### src/rtl/regfile_pkg.sv
// regfile_pkg: shared enums for the multi-port register file
package regfile_pkg;
  typedef enum logic {INIT_ZERO, INIT_INDEX} init_mode_e;
  typedef enum logic {INIT, READY} rf_state_e;
endpackage

### src/rtl/regfile_mp_if.sv
// regfile_mp_if: write port, packed read ports and status of the register file
interface regfile_mp_if #(
  parameter int XLEN  = 32,
  parameter int NREGS = 32,
  parameter int NREAD = 2
);
  localparam int AW = $clog2(NREGS);
  logic                  reg_write;
  logic [AW-1:0]         write_reg;
  logic [XLEN-1:0]       write_data;
  logic [NREAD*AW-1:0]   read_reg;
  logic [NREAD*XLEN-1:0] read_data;
  logic                  init_busy;
  logic                  write_dropped;
  modport master (
    output reg_write, write_reg, write_data, read_reg,
    input  read_data, init_busy, write_dropped
  );
  modport slave (
    input  reg_write, write_reg, write_data, read_reg,
    output read_data, init_busy, write_dropped
  );
endinterface

### src/rtl/regfile_init_seq.sv
// regfile_init_seq: post-reset fill sequencer, one register per clock
module regfile_init_seq
  import regfile_pkg::*;
#(
  parameter int         XLEN      = 32,
  parameter int         NREGS     = 32,
  parameter init_mode_e INIT_MODE = INIT_INDEX,
  localparam int        AW        = $clog2(NREGS)
) (
  input  logic            clk,
  input  logic            rst_n,
  input  logic            reg_write,
  output logic            init_busy,
  output logic            write_dropped,
  output logic            init_we,
  output logic [AW-1:0]   init_addr,
  output logic [XLEN-1:0] init_data
);
  rf_state_e     state;
  logic [AW-1:0] ptr;
  // walk ptr across the file, leave INIT on the last register; flag writes lost meanwhile
  always_ff @(posedge clk or negedge rst_n) begin
    if (!rst_n) begin
      state         <= INIT;
      ptr           <= '0;
      init_busy     <= 1'b1;
      write_dropped <= 1'b0;
    end else begin
      write_dropped <= (state == INIT) && reg_write;
      if (state == INIT) begin
        ptr <= (ptr == AW'(NREGS - 1)) ? ptr : ptr + 1'b1;
        if (ptr == AW'(NREGS - 1)) begin
          state     <= READY;
          init_busy <= 1'b0;
        end
      end
    end
  end
  assign init_we   = (state == INIT);
  assign init_addr = ptr;
  assign init_data = (INIT_MODE == INIT_INDEX) ? XLEN'(ptr) : '0;
endmodule

### src/rtl/regfile_mp.sv
// regfile_mp: parametrised register file, x0 hardwired, optional write bypass
module regfile_mp
  import regfile_pkg::*;
#(
  parameter int         XLEN      = 32,
  parameter int         NREGS     = 32,
  parameter int         NREAD     = 2,
  parameter bit         BYPASS    = 1'b1,
  parameter init_mode_e INIT_MODE = INIT_INDEX,
  localparam int        AW        = $clog2(NREGS)
) (
  input logic         clk,
  input logic         rst_n,
  regfile_mp_if.slave bus
);
  logic [XLEN-1:0]       mem [NREGS];
  logic                  init_busy, init_we;
  logic [AW-1:0]         init_addr, wa;
  logic [XLEN-1:0]       init_data, wd;
  logic                  we;
  logic [NREAD*XLEN-1:0] rd;
  regfile_init_seq #(.XLEN(XLEN), .NREGS(NREGS), .INIT_MODE(INIT_MODE)) u_seq (
    .clk           (clk),
    .rst_n         (rst_n),
    .reg_write     (bus.reg_write),
    .init_busy     (init_busy),
    .write_dropped (bus.write_dropped),
    .init_we       (init_we),
    .init_addr     (init_addr),
    .init_data     (init_data)
  );
  assign we = init_we || (!init_busy && bus.reg_write && bus.write_reg != '0);
  assign wa = init_we ? init_addr : bus.write_reg;
  assign wd = init_we ? init_data : bus.write_data;
  // storage has no reset; the sequencer is what gives it defined contents
  always_ff @(posedge clk) begin
    if (we) mem[wa] <= wd;
  end
  for (genvar p = 0; p < NREAD; p++) begin : g_rd
    logic [AW-1:0] ra;
    assign ra = bus.read_reg[p*AW +: AW];
    assign rd[p*XLEN +: XLEN] = (init_busy || ra == '0) ? '0 :
                                (BYPASS && bus.reg_write && bus.write_reg == ra) ? bus.write_data : mem[ra];
  end
  assign bus.read_data = rd;
  assign bus.init_busy = init_busy;
endmodule

### src/flat_wrapper.sv
// flat-port wrapper written by rule: the top's interface ports become plain ports
module regfile_mp_flat import regfile_pkg::*;
#(
  parameter int         XLEN      = 32,
  parameter int         NREGS     = 32,
  parameter int         NREAD     = 2,
  parameter bit         BYPASS    = 1'b1,
  parameter init_mode_e INIT_MODE = INIT_INDEX,
  localparam int        AW        = $clog2(NREGS)
)
  (clk, rst_n, bus_reg_write, bus_write_reg, bus_write_data, bus_read_reg, bus_read_data, bus_init_busy, bus_write_dropped);
  regfile_mp_if #(.XLEN(XLEN), .NREGS(NREGS), .NREAD(NREAD)) bus_i ();
  input logic clk;
  input logic rst_n;
  input wire logic [$bits(bus_i.reg_write)-1:0] bus_reg_write;
  input wire logic [$bits(bus_i.write_reg)-1:0] bus_write_reg;
  input wire logic [$bits(bus_i.write_data)-1:0] bus_write_data;
  input wire logic [$bits(bus_i.read_reg)-1:0] bus_read_reg;
  output wire logic [$bits(bus_i.read_data)-1:0] bus_read_data;
  output wire logic [$bits(bus_i.init_busy)-1:0] bus_init_busy;
  output wire logic [$bits(bus_i.write_dropped)-1:0] bus_write_dropped;
  assign bus_i.reg_write = bus_reg_write;
  assign bus_i.write_reg = bus_write_reg;
  assign bus_i.write_data = bus_write_data;
  assign bus_i.read_reg = bus_read_reg;
  assign bus_read_data = bus_i.read_data;
  assign bus_init_busy = bus_i.init_busy;
  assign bus_write_dropped = bus_i.write_dropped;
  regfile_mp #(.XLEN(XLEN), .NREGS(NREGS), .NREAD(NREAD), .BYPASS(BYPASS), .INIT_MODE(INIT_MODE)) u_core (.clk(clk), .rst_n(rst_n), .bus(bus_i));
endmodule
### config.mk
export PLATFORM = sky130hd
export DESIGN_NAME = regfile_mp_flat
export DESIGN_NICKNAME = d
export VERILOG_FILES = /design/src/rtl/regfile_pkg.sv /design/src/rtl/regfile_mp_if.sv /design/src/rtl/regfile_init_seq.sv /design/src/rtl/regfile_mp.sv /design/src/flat_wrapper.sv
export SDC_FILE = /design/constraint.sdc
export NUM_CORES = 1
export LEC_CHECK = 0
export BUFFER_PORTS_ARGS = -buffer_cell sky130_fd_sc_hd__clkbuf_2
export CAP_MARGIN = 20
export CORE_AREA = 5 5 391 393
export CTS_CLUSTER_SIZE = 20
export DETAILED_ROUTE_END_ITERATION = 7
export DIE_AREA = 0 0 396 398
export SLEW_MARGIN = 30
export SYNTH_ARGS = -nofsm -noshare
export SYNTH_HDL_FRONTEND = slang
export SYNTH_SLANG_ARGS = --single-unit
### constraint.sdc
create_clock -name clk -period 5.45 [get_ports clk]
set_input_delay 0.8175 -clock clk [delete_from_list [all_inputs] [get_ports clk]]
set_output_delay 0.8175 -clock clk [all_outputs]
set_load 0.005 [all_outputs]
==> results.toml <==
[logic_synthesis]
synth_top_cell_area_share_pct = 63.0
synth_edf_count = 1024
syn_area_per_cell_um2 = 17.6
synth.most_common_cell = "edfxtp_1"
ys_async_sr_fraction_pct = 0.775
syn_inst = 2771
yosys-top-cells-count = "edfxtp_1, mux4_2, mux2i_1"
yosys_warnings = 0
synthFlopType = "edfxtp_1"
ys_ff_latch = 1032
synthesis.nets = 2823
synth_area_um2 = 48800
synthTopCellsByArea = "edfxtp_1, mux4_2, mux2i_1, a221oi_1, mux2_2"
synth_top_area_cell = "edfxtp_1"
yosysUniqueCellTypes = 50
ys_seq_area_share_pct = 63.5

[cts]
hold_buffers = 1
ctsLongestPathBuffers = 3
ctsResizeCount = 0
cts_tree = "built"
htreeDepth = 3
clock_latency_ns = 0.73
cts_buffers = 102
post_cts_buffers = 0
clockRootBuffer = "clkbuf_16"
clkSinkCount = 1032
clk_pin_slew_ns = 0.06

[finish]
num_antenna_cells = 0
fillCellCount = 13600
layout-area-overhead-vs-synth_pct = 13.9
drive_gt1_share_pct = 29.2
final_cell_count_no_fill = 4901
nNetsFinal = 2920
final_area_um2 = 55600
finish.utilization_pct = 37.3

[power]
ir_worst_vdd_uv = 250
p_per_area_nw_per_um2 = 312
p_leak_nw = 17.7

[sta]
hold_viol = 0
rsz0062_at_grt = "false"
setup_viol = 0
fin_setup_tns_ns = 0
max_clock_freq_ghz = 0.204
fin_crit_sh_pct = 89.9
period_minus_slack_ns = 4.90
worstMarginPinSlew_ns = 1.05
slew_headroom_pct = 29.9
slew_violations = 0
skew_ns = 0.0316

[placed_design]
dp_hpwl_mm = 95.8
gp_congestion = 0.810
place_inst = 4707
postPlaceCellArea_um2 = 52300
port_buffers = 115

[die]
core_area_um2 = 149000
chipHeight_um = 398
fp.dieW_um = 396
placementRows = 142
ios = 116
fp.dieArea_um2 = 158000
start_util_pct = 32.7

[global_routing]
grt_pass1_vias = 29900
track_usage_pct = 19.7
grt_pass1_wl_mm = 224
grt_overflow = 0
grt_max_degree = 97
antenna_found_initial = 3

[run_status]
status = "finished, final reports clean"

[min_path]
min_from = "bus_reg_write"
min_path_type = "primary input to flip-flop"
hold_end = "u_core.u_seq.write_dropped"
whs_path_depth = 2

[route]
vias = 29800
postRouteAntennaNets = 0
vias_per_cell = 6.08
first_pass_iters = 6
drc = 0
post_drt_wl_per_cell_um = 32.5
drt_iter0_drc = 3508
wirelength_mm = 159

[worst_setup_path]
r2r-start = "u_core.u_seq.state"
startpoint = "bus_read_reg[2]"
crit_path_end_kind = "output port"
start_kind = "primary input"
crit_type = "primary input to output port"
r2r_slack_ns = 1.48
worst-r2r-cell-count = 5
cp_data_required_time_ns = 4.63
critPathMaxFanout = 20
cp.arrival_ns = 4.08
r2r-end = "u_core.mem[6][5]"

[run]
cap_violations = 0
[final cells by class]
class,count,area (µm²),share of cell area (%)
Sequential cell,1032,31000,55.7
Inverter,10,41.3,0.0743
Timing Repair Buffer,223,1840,3.31
Tap cell,1944,2430,4.38
Clock buffer,124,2660,4.78
Clock inverter,69,594,1.07
Multi-Input combinational cell,1499,17100,30.7
[layer usage]
metal	vias up	global-route usage (%)	share of wire (%)
met5	-	0	0.0082
met4	2	6.99	3.5
met3	282	3.50	8.8
met2	1608	32.0	48
met1	15900	26.8	40
li1	12000	-	-
[placed cells by master (no fill, tap or decap), types with 5 or more instances in the layout]
cell type	synthesis	routed
clkbuf_1	120	21
mux4_2	355	355
nor3_1	6	5
and2_2	0	26
nand2_1	63	60
nor2_1	106	71
o21ai_0	37	36
clkinv_1	1	31
a31oi_1	31	31
clkbuf_16	0	103
nand3_1	34	34
dfrtp_1	7	6
a221oi_1	126	126
nor2_4	1	36
mux2_2	65	65
edfxtp_1	1024	1024
o21ai_1	62	62
a21oi_1	33	33
clkinv_2	0	19
bufinv_16	0	8
mux2i_1	257	257
a22oi_1	95	95
o211ai_1	30	30
buf_4	18	77
buf_12	0	27
nand2b_1	35	34
xor2_1	7	7
clkbuf_2	1	108
inv_1	9	7
o221ai_1	31	31
xnor2_1	6	6
a221o_1	62	62
[worst max path at each step]
stage,endpoint,cells after the start
6_report,bus_read_data[30],9
2_1_floorplan,bus_read_data[43],8
3_5_place_dp,bus_read_data[30],9
3_3_place_gp,bus_read_data[30],9
4_1_cts,bus_read_data[30],9
5_1_grt,bus_read_data[30],9
[registers in the layout, summed over array words and instances, names as in the netlist]
register,flops
u_core.mem,1024
u_core.u_seq.write_dropped,1
u_core.u_seq.init_addr,5
u_core.u_seq.init_busy,1
u_core.u_seq.state,1
[kinds of logic after synthesis]
family,after synthesis,share of synthesized area (%)
multiplexers,677,23.2
AO/OA/AOI/OAI,518,7.96
adder cells (fa/ha/maj),2,0.0513
flip-flops,1032,63.5
XOR/XNOR,13,0.233
AND/OR/NAND/NOR,289,2.77
buffers and inverters,240,2.37
[worst max-delay path, stage by stage]
cell	delay [ns]
buf_2	0.40
buf_4	0.46
buf_4	0.52
mux4_2	0.29
mux2i_1	0.12
mux2i_1	0.23
nor3b_1	0.08
a2111oi_1	0.87
clkbuf_2	0.26
[power breakdown]
group	switching, W	leakage, nW	internal, W
registers	0.00000596	9.30	0.00875
logic	0.00102	6.81	0.000593
clock network	0.00312	1.59	0.00387
[stage by stage]
stage,setup slack (ns),hold WS [ns],total power [W]
after detailed placement,0.702,0.502,0.0105
after global placement,0.364,0.512,0.0105
final,0.553,0.415,0.0174
after floorplan,2.14,0.478,0.00990
after global routing,0.574,0.423,0.0178
after CTS,0.691,0.367,0.0174
Note: power is estimated with default switching activity, not from simulation.
